`src/rtl/lcd_hex_display_ctrl_if.sv`:
```
// HD44780-style 8-bit write bus between the sequencer (master) and the LCD pins (slave).
interface lcd_hex_display_ctrl_if;
  logic [7:0] lcd_db;
  logic       lcd_rs;
  logic       lcd_rw;
  logic       lcd_en;

  modport master (output lcd_db, lcd_rs, lcd_rw, lcd_en);
  modport slave  (input  lcd_db, lcd_rs, lcd_rw, lcd_en);
endinterface

```
`src/rtl/lcd_hex_display_ctrl.sv`:
```
// Character-LCD sequencer: 1 us divider, init commands, 40 hex-to-ASCII data writes and home,
// with E-pulse/settle timing; refresh requests replay the display pass without re-initialising.
module lcd_hex_display_ctrl #(
  parameter int CLK_FREQ_MHZ = 100,
  parameter int POWERUP_US   = 20000,
  parameter int CMD_WAIT_US  = 40,
  parameter int CLR_WAIT_US  = 1640
) (
  input  logic                          clk,
  input  logic                          reset,
  input  logic                          refresh,
  input  logic [3:0]                    data_in,
  output logic                          one_us_clk,
  output logic [5:0]                    lcd_cmd_ptr,
  output logic                          busy,
  output logic                          init_done,
  lcd_hex_display_ctrl_if.master        lcd
);

  localparam int HALF   = CLK_FREQ_MHZ / 2;
  localparam int DIV_W  = $clog2(HALF + 1);
  localparam int MAX_US = (POWERUP_US > CLR_WAIT_US)
                          ? ((POWERUP_US > CMD_WAIT_US) ? POWERUP_US : CMD_WAIT_US)
                          : ((CLR_WAIT_US > CMD_WAIT_US) ? CLR_WAIT_US : CMD_WAIT_US);
  localparam int CNT_W  = $clog2(MAX_US + 1);

  localparam logic [5:0] PTR_FIRST_DATA = 6'h04;
  localparam logic [5:0] PTR_LAST_DATA  = 6'h2B;
  localparam logic [5:0] PTR_CLEAR      = 6'h03;
  localparam logic [5:0] PTR_HOME       = 6'h2C;
  localparam logic [5:0] PTR_END        = 6'h2D;
  localparam logic [5:0] PTR_REFRESH    = 6'h02;

  typedef enum logic [2:0] {
    POWERUP,
    SETUP,
    EN_HI,
    HOLD,
    WAIT,
    IDLE
  } state_t;

  state_t           state, state_nx;
  logic [DIV_W-1:0] div_cnt;
  logic             div_wrap;
  logic             tick;
  logic [CNT_W-1:0] wait_cnt, wait_cnt_nx, wait_last;
  logic [5:0]       ptr_nx;
  logic [5:0]       ptr_inc;
  logic             refresh_pend;
  logic             pend_clr;
  logic             is_data;
  logic             is_slow;
  logic [7:0]       db_q, db_nx;
  logic             rs_q, rs_nx;

  // tick marks the clk cycle on which one_us_clk rises
  assign div_wrap = (div_cnt == DIV_W'(HALF - 1));
  assign tick     = div_wrap & ~one_us_clk;

  always_ff @(posedge clk or posedge reset) begin
    if (reset) begin
      div_cnt    <= '0;
      one_us_clk <= 1'b0;
    end else if (div_wrap) begin
      div_cnt    <= '0;
      one_us_clk <= ~one_us_clk;
    end else begin
      div_cnt    <= div_cnt + DIV_W'(1);
    end
  end

  function automatic logic [7:0] nibble_ascii(input logic [3:0] n);
    return (n <= 4'd9) ? (8'h30 + {4'h0, n}) : (8'h37 + {4'h0, n});
  endfunction

  assign is_data   = (lcd_cmd_ptr >= PTR_FIRST_DATA) && (lcd_cmd_ptr <= PTR_LAST_DATA);
  assign is_slow   = (lcd_cmd_ptr == PTR_CLEAR) || (lcd_cmd_ptr == PTR_HOME);
  assign wait_last = is_slow ? CNT_W'(CLR_WAIT_US - 1) : CNT_W'(CMD_WAIT_US - 1);
  assign ptr_inc   = lcd_cmd_ptr + 6'd1;

  always_comb begin
    rs_nx = 1'b0;
    db_nx = 8'h00;
    if (is_data) begin
      rs_nx = 1'b1;
      db_nx = nibble_ascii(data_in);
    end else begin
      case (lcd_cmd_ptr)
        6'h00:     db_nx = 8'h38;
        6'h01:     db_nx = 8'h06;
        6'h02:     db_nx = 8'h0C;
        PTR_CLEAR: db_nx = 8'h01;
        PTR_HOME:  db_nx = 8'h02;
        default:   db_nx = 8'h00;
      endcase
    end
  end

  always_comb begin
    state_nx    = state;
    wait_cnt_nx = wait_cnt;
    ptr_nx      = lcd_cmd_ptr;
    pend_clr    = 1'b0;
    if (tick) begin
      case (state)
        POWERUP: begin
          if (wait_cnt == CNT_W'(POWERUP_US - 1)) begin
            wait_cnt_nx = '0;
            state_nx    = SETUP;
          end else begin
            wait_cnt_nx = wait_cnt + CNT_W'(1);
          end
        end
        SETUP:   state_nx = EN_HI;
        EN_HI:   state_nx = HOLD;
        HOLD:    state_nx = WAIT;
        WAIT: begin
          if (wait_cnt == wait_last) begin
            wait_cnt_nx = '0;
            ptr_nx      = ptr_inc;
            state_nx    = (ptr_inc == PTR_END) ? IDLE : SETUP;
          end else begin
            wait_cnt_nx = wait_cnt + CNT_W'(1);
          end
        end
        IDLE: begin
          if (refresh || refresh_pend) begin
            ptr_nx   = PTR_REFRESH;
            pend_clr = 1'b1;
            state_nx = SETUP;
          end
        end
        default: state_nx = POWERUP;
      endcase
    end
  end

  always_ff @(posedge clk or posedge reset) begin
    if (reset) begin
      state        <= POWERUP;
      wait_cnt     <= '0;
      lcd_cmd_ptr  <= 6'h00;
      refresh_pend <= 1'b0;
      init_done    <= 1'b0;
      db_q         <= 8'h00;
      rs_q         <= 1'b0;
    end else begin
      state        <= state_nx;
      wait_cnt     <= wait_cnt_nx;
      lcd_cmd_ptr  <= ptr_nx;
      refresh_pend <= pend_clr ? 1'b0 : (refresh_pend | refresh);
      init_done    <= init_done | (state_nx == IDLE);
      // data bytes keep following data_in while E is high so the converter latency is absorbed
      if (state == SETUP || (state == EN_HI && is_data)) begin
        db_q <= db_nx;
        rs_q <= rs_nx;
      end
    end
  end

  assign busy       = (state != IDLE);
  assign lcd.lcd_en = (state == EN_HI);
  assign lcd.lcd_db = db_q;
  assign lcd.lcd_rs = rs_q;
  assign lcd.lcd_rw = 1'b0;

endmodule

```
`src/flat_wrapper.sv`:
```
// flat-port wrapper written by rule: the top's interface ports become plain ports
module lcd_hex_display_ctrl_flat 
#(
  parameter int CLK_FREQ_MHZ = 100,
  parameter int POWERUP_US   = 20000,
  parameter int CMD_WAIT_US  = 40,
  parameter int CLR_WAIT_US  = 1640
)
  (clk, reset, refresh, data_in, one_us_clk, lcd_cmd_ptr, busy, init_done, lcd_lcd_db, lcd_lcd_rs, lcd_lcd_rw, lcd_lcd_en);
  lcd_hex_display_ctrl_if lcd_i ();
  input  logic clk;
  input  logic reset;
  input  logic refresh;
  input  logic [3:0] data_in;
  output logic one_us_clk;
  output logic [5:0] lcd_cmd_ptr;
  output logic busy;
  output logic init_done;
  output wire logic [$bits(lcd_i.lcd_db)-1:0] lcd_lcd_db;
  output wire logic [$bits(lcd_i.lcd_rs)-1:0] lcd_lcd_rs;
  output wire logic [$bits(lcd_i.lcd_rw)-1:0] lcd_lcd_rw;
  output wire logic [$bits(lcd_i.lcd_en)-1:0] lcd_lcd_en;
  assign lcd_lcd_db = lcd_i.lcd_db;
  assign lcd_lcd_rs = lcd_i.lcd_rs;
  assign lcd_lcd_rw = lcd_i.lcd_rw;
  assign lcd_lcd_en = lcd_i.lcd_en;
  lcd_hex_display_ctrl #(.CLK_FREQ_MHZ(CLK_FREQ_MHZ), .POWERUP_US(POWERUP_US), .CMD_WAIT_US(CMD_WAIT_US), .CLR_WAIT_US(CLR_WAIT_US)) u_core (.clk(clk), .reset(reset), .refresh(refresh), .data_in(data_in), .one_us_clk(one_us_clk), .lcd_cmd_ptr(lcd_cmd_ptr), .busy(busy), .init_done(init_done), .lcd(lcd_i));
endmodule
```
`config.mk`:
```
export PLATFORM = sky130hd
export DESIGN_NAME = lcd_hex_display_ctrl_flat
export DESIGN_NICKNAME = d
export VERILOG_FILES = /design/src/rtl/lcd_hex_display_ctrl_if.sv /design/src/rtl/lcd_hex_display_ctrl.sv /design/src/flat_wrapper.sv
export SDC_FILE = /design/constraint.sdc
export NUM_CORES = 1
export LEC_CHECK = 0
export BUFFER_PORTS_ARGS = -buffer_cell sky130_fd_sc_hd__buf_2
export CAP_MARGIN = 20
export CORE_MARGIN = 2
export CORE_UTILIZATION = 55
export DETAILED_ROUTE_END_ITERATION = 6
export PLACE_DENSITY = 0.78
export SLEW_MARGIN = 20
export SYNTH_ARGS = -nofsm -noshare
export SYNTH_HDL_FRONTEND = slang
export SYNTH_SLANG_ARGS = --single-unit
```
`constraint.sdc`:
```
create_clock -name clk -period 3.7 [get_ports clk]
set_input_delay 0.74 -clock clk [delete_from_list [all_inputs] [get_ports clk]]
set_output_delay 0.74 -clock clk [all_outputs]
set_load 0.03 [all_outputs]
```
==> results.sh, run 1 <==
export IMPL_status="finished, final reports clean"
export IMPL_gp_congestion=0.883
export IMPL_cts_buffers=5
export IMPL_drc=0
export IMPL_portBuffers=24
export IMPL_setup_violations=0
export IMPL_grt_pass1_wl_um=7960
export IMPL_worst_pin_slew_ps=730
export IMPL_synthFlopType="dfrtp_1"
export IMPL_startpoint="u_core.lcd_cmd_ptr[0]"
export IMPL_setup_tns_ps=0
export IMPL_fillers=348
export IMPL_drive_above_1_share=0.171
export IMPL_synth_edf_count=0
export IMPL_power_per_cell_area_nw_per_um2=295
export IMPL_wl_um=4550
export IMPL_post_cts_buffers=0
export IMPL_area_growth_pct=8.57
export IMPL_intPower_w=0.000586
export IMPL_ir_drop_mv=0.200
export IMPL_cp_slowest_cell="or4_1"
export IMPL_fmax_mhz=355
export IMPL_crit_end="u_core.lcd_cmd_ptr[4]"
export IMPL_p_comb_frac=0.036
export IMPL_cp_slowest_stage_delay_ps=560
export IMPL_track_usage=0.201
export IMPL_ys_seq_area_frac=0.431
export IMPL_final_seq_area_um2=1030
export IMPL_multi_input_area_um2=1230
export IMPL_final_core_util=0.632
export IMPL_finalHoldViolations=0
export IMPL_syn_avg_cell_area_um2=9.22
export IMPL_endpoint_kind="flop"
export IMPL_grt_max_degree=42
export IMPL_cap_viol_max_count=0
export IMPL_num_vias=1868
export IMPL_synth_top_area_share=0.431
export IMPL_worstSetupPathType="reg -> reg"
export IMPL_synth_cell_area_um2=2380
export IMPL_fp_dieW_um=69.8
export IMPL_cts_num_sinks=41
export IMPL_clkTransAtPathRegs_ps=80
export IMPL_setup_slack_ps=885
export IMPL_num_rows=23
export IMPL_synth_warnings=0
export IMPL_power_switching_w=0.000176
export IMPL_die_area_um2=4870
export IMPL_fin_hold_ws_ps=480
export IMPL_io_pins=27
export IMPL_r2r_end="u_core.lcd_cmd_ptr[4]"
export IMPL_hold_buffers=0
export IMPL_hold_class="reg -> reg"
export IMPL_final_nets=295
export IMPL_core_um2=4090
export IMPL_ys_seq_elements=41
export IMPL_ant_nets=0
export IMPL_cts_resized=0
export IMPL_dpl_hpwl_um=3270
export IMPL_fin_crit_ps=2820
export IMPL_critical_path_max_fanout=11
export IMPL_dieHeight_um=69.8
export IMPL_antennaDiodeCount=0
export IMPL_required_ps=3940
export IMPL_ys_types=51
export IMPL_cts_tree="built"
export IMPL_crit_chain="ha_1 -> or4b_4 -> a21oi_2 -> mux2i_1 -> o211ai_1 -> or4_1 -> nand3_1"
export IMPL_yosys_area_top_type="dfrtp_1"
export IMPL_start_util=0.582
export IMPL_dp_slack_ps=908
export IMPL_fin_crit_sh=0.761
export IMPL_synth_area_top_cells="dfrtp_1, ha_1, nor2_1, nand2_1, xnor2_1"
export IMPL_h_tree_depth=2
export IMPL_insertion_delay_ps=290
export IMPL_viasPerCell=5.66
export IMPL_crit_path_start_kind="flop"
export IMPL_pwr_share_seq=0.588
export IMPL_r2r_start="u_core.lcd_cmd_ptr[0]"
export IMPL_clock_power_share=0.377
export IMPL_synthArstFlopShare=1.00
export IMPL_leakage_nw=1.18
export IMPL_grt_pass1_vias=1775
export IMPL_yosysMostFrequentCell="dfrtp_1"
export IMPL_drv_slew=0
export IMPL_drt_iter0_markers=118
export IMPL_reg2regPathDepth=7
export IMPL_synth_common_cells="dfrtp_1, nor2_1, nand2_1"
export IMPL_wire_per_inst_um=13.8
export IMPL_antenna_found_initial=0
export IMPL_min_from="u_core.init_done"
export IMPL_grt_ovfl_total=0
export IMPL_firstDrtPassIters=4
export IMPL_clockBufferDepth=2
export IMPL_skew_ps=6.32
export IMPL_rsz0062_at_grt="false"
export IMPL_slew_headroom=0.511
export IMPL_ff2ff_setup_slack_ps=880
export IMPL_arrival_ps=3050
export IMPL_swShare=0.231
export IMPL_cts_root_buffer_cell="clkbuf_8"
export IMPL_netlist_instances=258
==> per-stage QoR <==
| step | instances | total power [W] | area [um^2] |
|---|---|---|---|
| after global routing | 330 | 0.000795 | 2580 |
| after global placement | 322 | 0.000484 | 2500 |
| after detailed placement | 322 | 0.000484 | 2500 |
| after CTS | 330 | 0.000772 | 2580 |
| final | 330 | 0.000762 | 2580 |
| after floorplan | 259 | 0.000476 | 2380 |
==> layout make-up <==
class                           count  share of cell area
Clock inverter                      3             0.00678
Multi-Input combinational cell    194               0.476
Clock buffer                        5              0.0266
Timing Repair Buffer               27              0.0552
Tap cell                           50              0.0242
Inverter                           10              0.0145
Sequential cell                    41               0.397
==> critical path, delay by kind of cell, from the launching register on <==
| family | cells | cell delay [ps] |
|---|---|---|
| muxes | 1 | 350 |
| DFF | 1 | 460 |
| AOI/OAI and AO/OA | 2 | 520 |
| adders and majority gates | 1 | 300 |
| and+or+nand+nor | 3 | 1140 |
==> layout by cell type (no fill, tap or decap), types with 3 or more instances in the layout <==
master    Yosys  routed
dfrtp_1      41      41
nor2_1       30      30
nand2_1      26      26
buf_2         2      24
nand3_1      14      14
o21ai_0      13      13
a21oi_1      12      12
xnor2_1      10      10
inv_1        10      10
xor2_1        9       9
ha_1          9       9
nand4_1       8       8
nor3_1        6       6
nand2b_1      5       5
clkbuf_8      1       5
nor4_1        4       4
a31oi_1       4       4
buf_4         3       3
==> power by group through the flow <==
stage / clock network (W) / logic (W) / registers [W]
6_report: 0.000287 / 0.0000271 / 0.000448
5_1_grt: 0.000316 / 0.0000318 / 0.000448
4_1_cts: 0.000296 / 0.0000280 / 0.000448
3_5_place_dp: 0 / 0.0000277 / 0.000457
3_3_place_gp: 0 / 0.0000274 / 0.000457
2_1_floorplan: 0 / 0.0000196 / 0.000457
==> cell families (layout without fill, tap and decap cells) <==
kind of cell / count (synthesis) / in the layout / synth area share
adder cells (fa/ha/maj): 9 / 9 / 0.0473
multiplexers: 4 / 4 / 0.0200
XOR/XNOR: 19 / 19 / 0.0699
flip-flops: 41 / 41 / 0.431
AND/OR/NAND/NOR: 115 / 115 / 0.261
buffers and inverters: 24 / 45 / 0.0542
AO/OA/AOI/OAI: 45 / 45 / 0.115
other: 1 / 2 / 0.00158
==> how the worst min path moves through the flow <==
stage / endpoint / cells past startpoint
2_1_floorplan: u_core.div_cnt[0] / 1
3_3_place_gp: u_core.init_done / 1
3_5_place_dp: u_core.init_done / 1
4_1_cts: u_core.init_done / 1
5_1_grt: u_core.init_done / 1
6_report: u_core.init_done / 1
==> routing by layer <==
metal / track usage / share of wire / vias up
met2: 0.325 / 0.47 / 37
met3: 0.0494 / 0.046 / 5
met1: 0.267 / 0.47 / 881
met4: 0.0620 / 0.012 / 0
li1: - / - / 945
met5: 0 / 0 / -
==> state kept, by name, summed over array words and instances, names as in the netlist <==
name / count
u_core.init_done: 1
u_core.lcd.lcd_rs: 1
u_core.one_us_clk: 1
u_core.refresh_pend: 1
u_core.state: 3
u_core.wait_cnt: 15
u_core.lcd_cmd_ptr: 6
u_core.lcd.lcd_db: 7
u_core.div_cnt: 6
No activity file was read; power rests on OpenSTA's default activity.
==> run 2, diff against run 1 <==
--- a/config.mk
+++ b/config.mk
@@ -8,7 +8,7 @@
 export BUFFER_PORTS_ARGS = -buffer_cell sky130_fd_sc_hd__buf_2
 export CAP_MARGIN = 20
 export CORE_MARGIN = 2
-export CORE_UTILIZATION = 55
+export CORE_UTILIZATION = 53
 export DETAILED_ROUTE_END_ITERATION = 6
 export PLACE_DENSITY = 0.78
 export SLEW_MARGIN = 20
==> constraint.sdc (replaced) <==
create_clock -name clk -period 2.4 [get_ports clk]
set_input_delay 0.48 -clock clk [delete_from_list [all_inputs] [get_ports clk]]
set_output_delay 0.48 -clock clk [all_outputs]
set_load 0.03 [all_outputs]
==> results.sh, run 2 (synthesis results as in run 1) <==
export IMPL_dpl_instance_area_um2=2570
export IMPL_dpl_cell_count=333
export IMPL_ant_nets=0
export IMPL_grt_max_degree=42
export IMPL_grt_pass1_wl_um=8070
export IMPL_required_ps=2580
export IMPL_start_util=0.547
export IMPL_cts_num_sinks=41
export IMPL_gp_congestion=0.810
export IMPL_drt_iter0_markers=159
export IMPL_antenna_found_initial=0
export IMPL_finalPower_w=0.00118
export IMPL_crit_chain="ha_2 -> or4b_4 -> a21oi_2 -> mux2i_1 -> buf_4 -> mux2_4 -> nor2_1 -> mux2_2"
export IMPL_leakage_nw=1.23
export IMPL_num_rows=24
export IMPL_clkTransAtPathRegs_ps=90
export IMPL_finalHoldViolations=0
export IMPL_final_cells=342
export IMPL_firstDrtPassIters=4
export IMPL_dpl_hpwl_um=3350
export IMPL_cp_slowest_cell="or4b_4"
export IMPL_final_core_util=0.614
export IMPL_drc=0
export IMPL_crit_path_start_kind="flop"
export IMPL_core_um2=4350
export IMPL_clockBufferDepth=2
export IMPL_num_vias=1936
export IMPL_insertion_delay_ps=300
export IMPL_grt_ovfl_total=0
export IMPL_io_pins=27
export IMPL_hold_class="in -> async"
export IMPL_cap_viol_max_count=0
export IMPL_critical_path_max_fanout=8
export IMPL_status="finished, final reports clean"
export IMPL_drv_slew=0
export IMPL_rsz0062_at_grt="false"
export IMPL_cts_tree="built"
export IMPL_regMostFlops="u_core.wait_cnt"
export IMPL_fp_dieW_um=71.0
export IMPL_track_usage=0.200
export IMPL_cp_slowest_stage_delay_ps=460
export IMPL_fin_crit_sh=0.953
export IMPL_cts_buffers=5
export IMPL_die_area_um2=5040
export IMPL_mostFrequentLayoutCells="dfrtp_1, nor2_1, nand2_1, buf_2, nand3_1"
export IMPL_ir_drop_mv=0.251
export IMPL_fin_area_um2=2670
export IMPL_worstSetupPathType="reg -> reg"
export IMPL_layout_cells_most_common="dfrtp_1"
export IMPL_largest_register_ff_count=15
export IMPL_cts_root_buffer_cell="clkbuf_8"
export IMPL_viasPerCell=5.66
export IMPL_wire_per_inst_um=13.4
export IMPL_antennaDiodeCount=0
export IMPL_area_growth_pct=12.3
export IMPL_grt_pass1_vias=1805
export IMPL_skew_ps=10.3
export IMPL_portBuffers=24
export IMPL_fmax_mhz=437
export IMPL_power_per_cell_area_nw_per_um2=442
export IMPL_setup_tns_ps=0
export IMPL_arrival_ps=2470
export IMPL_h_tree_depth=2
export IMPL_drive_above_1_share=0.214
export IMPL_setup_violations=0
export IMPL_final_nets=305
export IMPL_fin_crit_ps=2290
export IMPL_dieHeight_um=71.0
export IMPL_wl_um=4590
export IMPL_endpoint_kind="flop"
run 2: cell types whose count changed in the layout (fill, tap and decap cells not counted), sizes merged:
cell,before,now
buf,27,37
run 2: per-layer routing:
metal  track usage  share of wire  vias to the layer above
li1              -              -                      964
met1         0.280           0.47                      916
met2         0.303           0.47                       47
met3        0.0484          0.047                        9
met4        0.0734          0.019                        0
met5             0              0                        -
run 2: cell type report:
class	count	area, um^2
clock buffers	5	68.8
clock inverters	3	17.5
fillers	367	1680
inverters	10	37.5
multi-input cells	194	1240
flip-flops and latches	41	1030
well taps	52	65.1
repair buffers	37	218
run 2: what timing repair did:
action                     CTS  global route
setup endpoints to repair    0             3
buffers inserted             0             1
hold buffers                 0             0
resized for setup            0             2
run 2: critical path: cells and delay by family, from the launching register on:
family | cells | cell delay (ps)
multiplexers | 3 | 700
flip-flops | 1 | 420
buffers and inverters | 1 | 150
AND/OR/NAND/NOR | 2 | 530
AO/OA/AOI/OAI | 1 | 170
adder cells (fa/ha/maj) | 1 | 190
run 2: power by group:
| part | switching, W | total (W) | leakage (nW) | internal [W] |
|---|---|---|---|---|
| logic | 0.0000299 | 0.0000420 | 0.677 | 0.0000121 |
| registers | 0.00000000000000000000818 | 0.000690 | 0.506 | 0.000690 |
| clock network | 0.000247 | 0.000448 | 0.0439 | 0.000201 |
run 2: final timing paths:
| path | end | cells past startpoint | from | slack, ps |
|---|---|---|---|---|
| setup / recovery | u_core.wait_cnt[0] | 8 | u_core.lcd_cmd_ptr[0] | 110 |
| hold / removal | u_core.refresh_pend | 3 | reset | 280 |
| setup reg to reg | u_core.wait_cnt[0] | 8 | u_core.lcd_cmd_ptr[0] | 110 |
| hold reg to reg | u_core.one_us_clk | 1 | u_core.one_us_clk | 480 |
| max in group asynchronous | u_core.lcd_cmd_ptr[0] | 3 | reset | 1730 |
| min in group clk | u_core.refresh_pend | 3 | refresh | 480 |
run 2: metrics by stage:
stage          hold slack [ps]  setup slack, ps
3_5_place_dp               470              107
6_report                   285              113
4_1_cts                    313             94.4
3_3_place_gp               473              206
2_1_floorplan              461             9.42
5_1_grt                    353            0.300
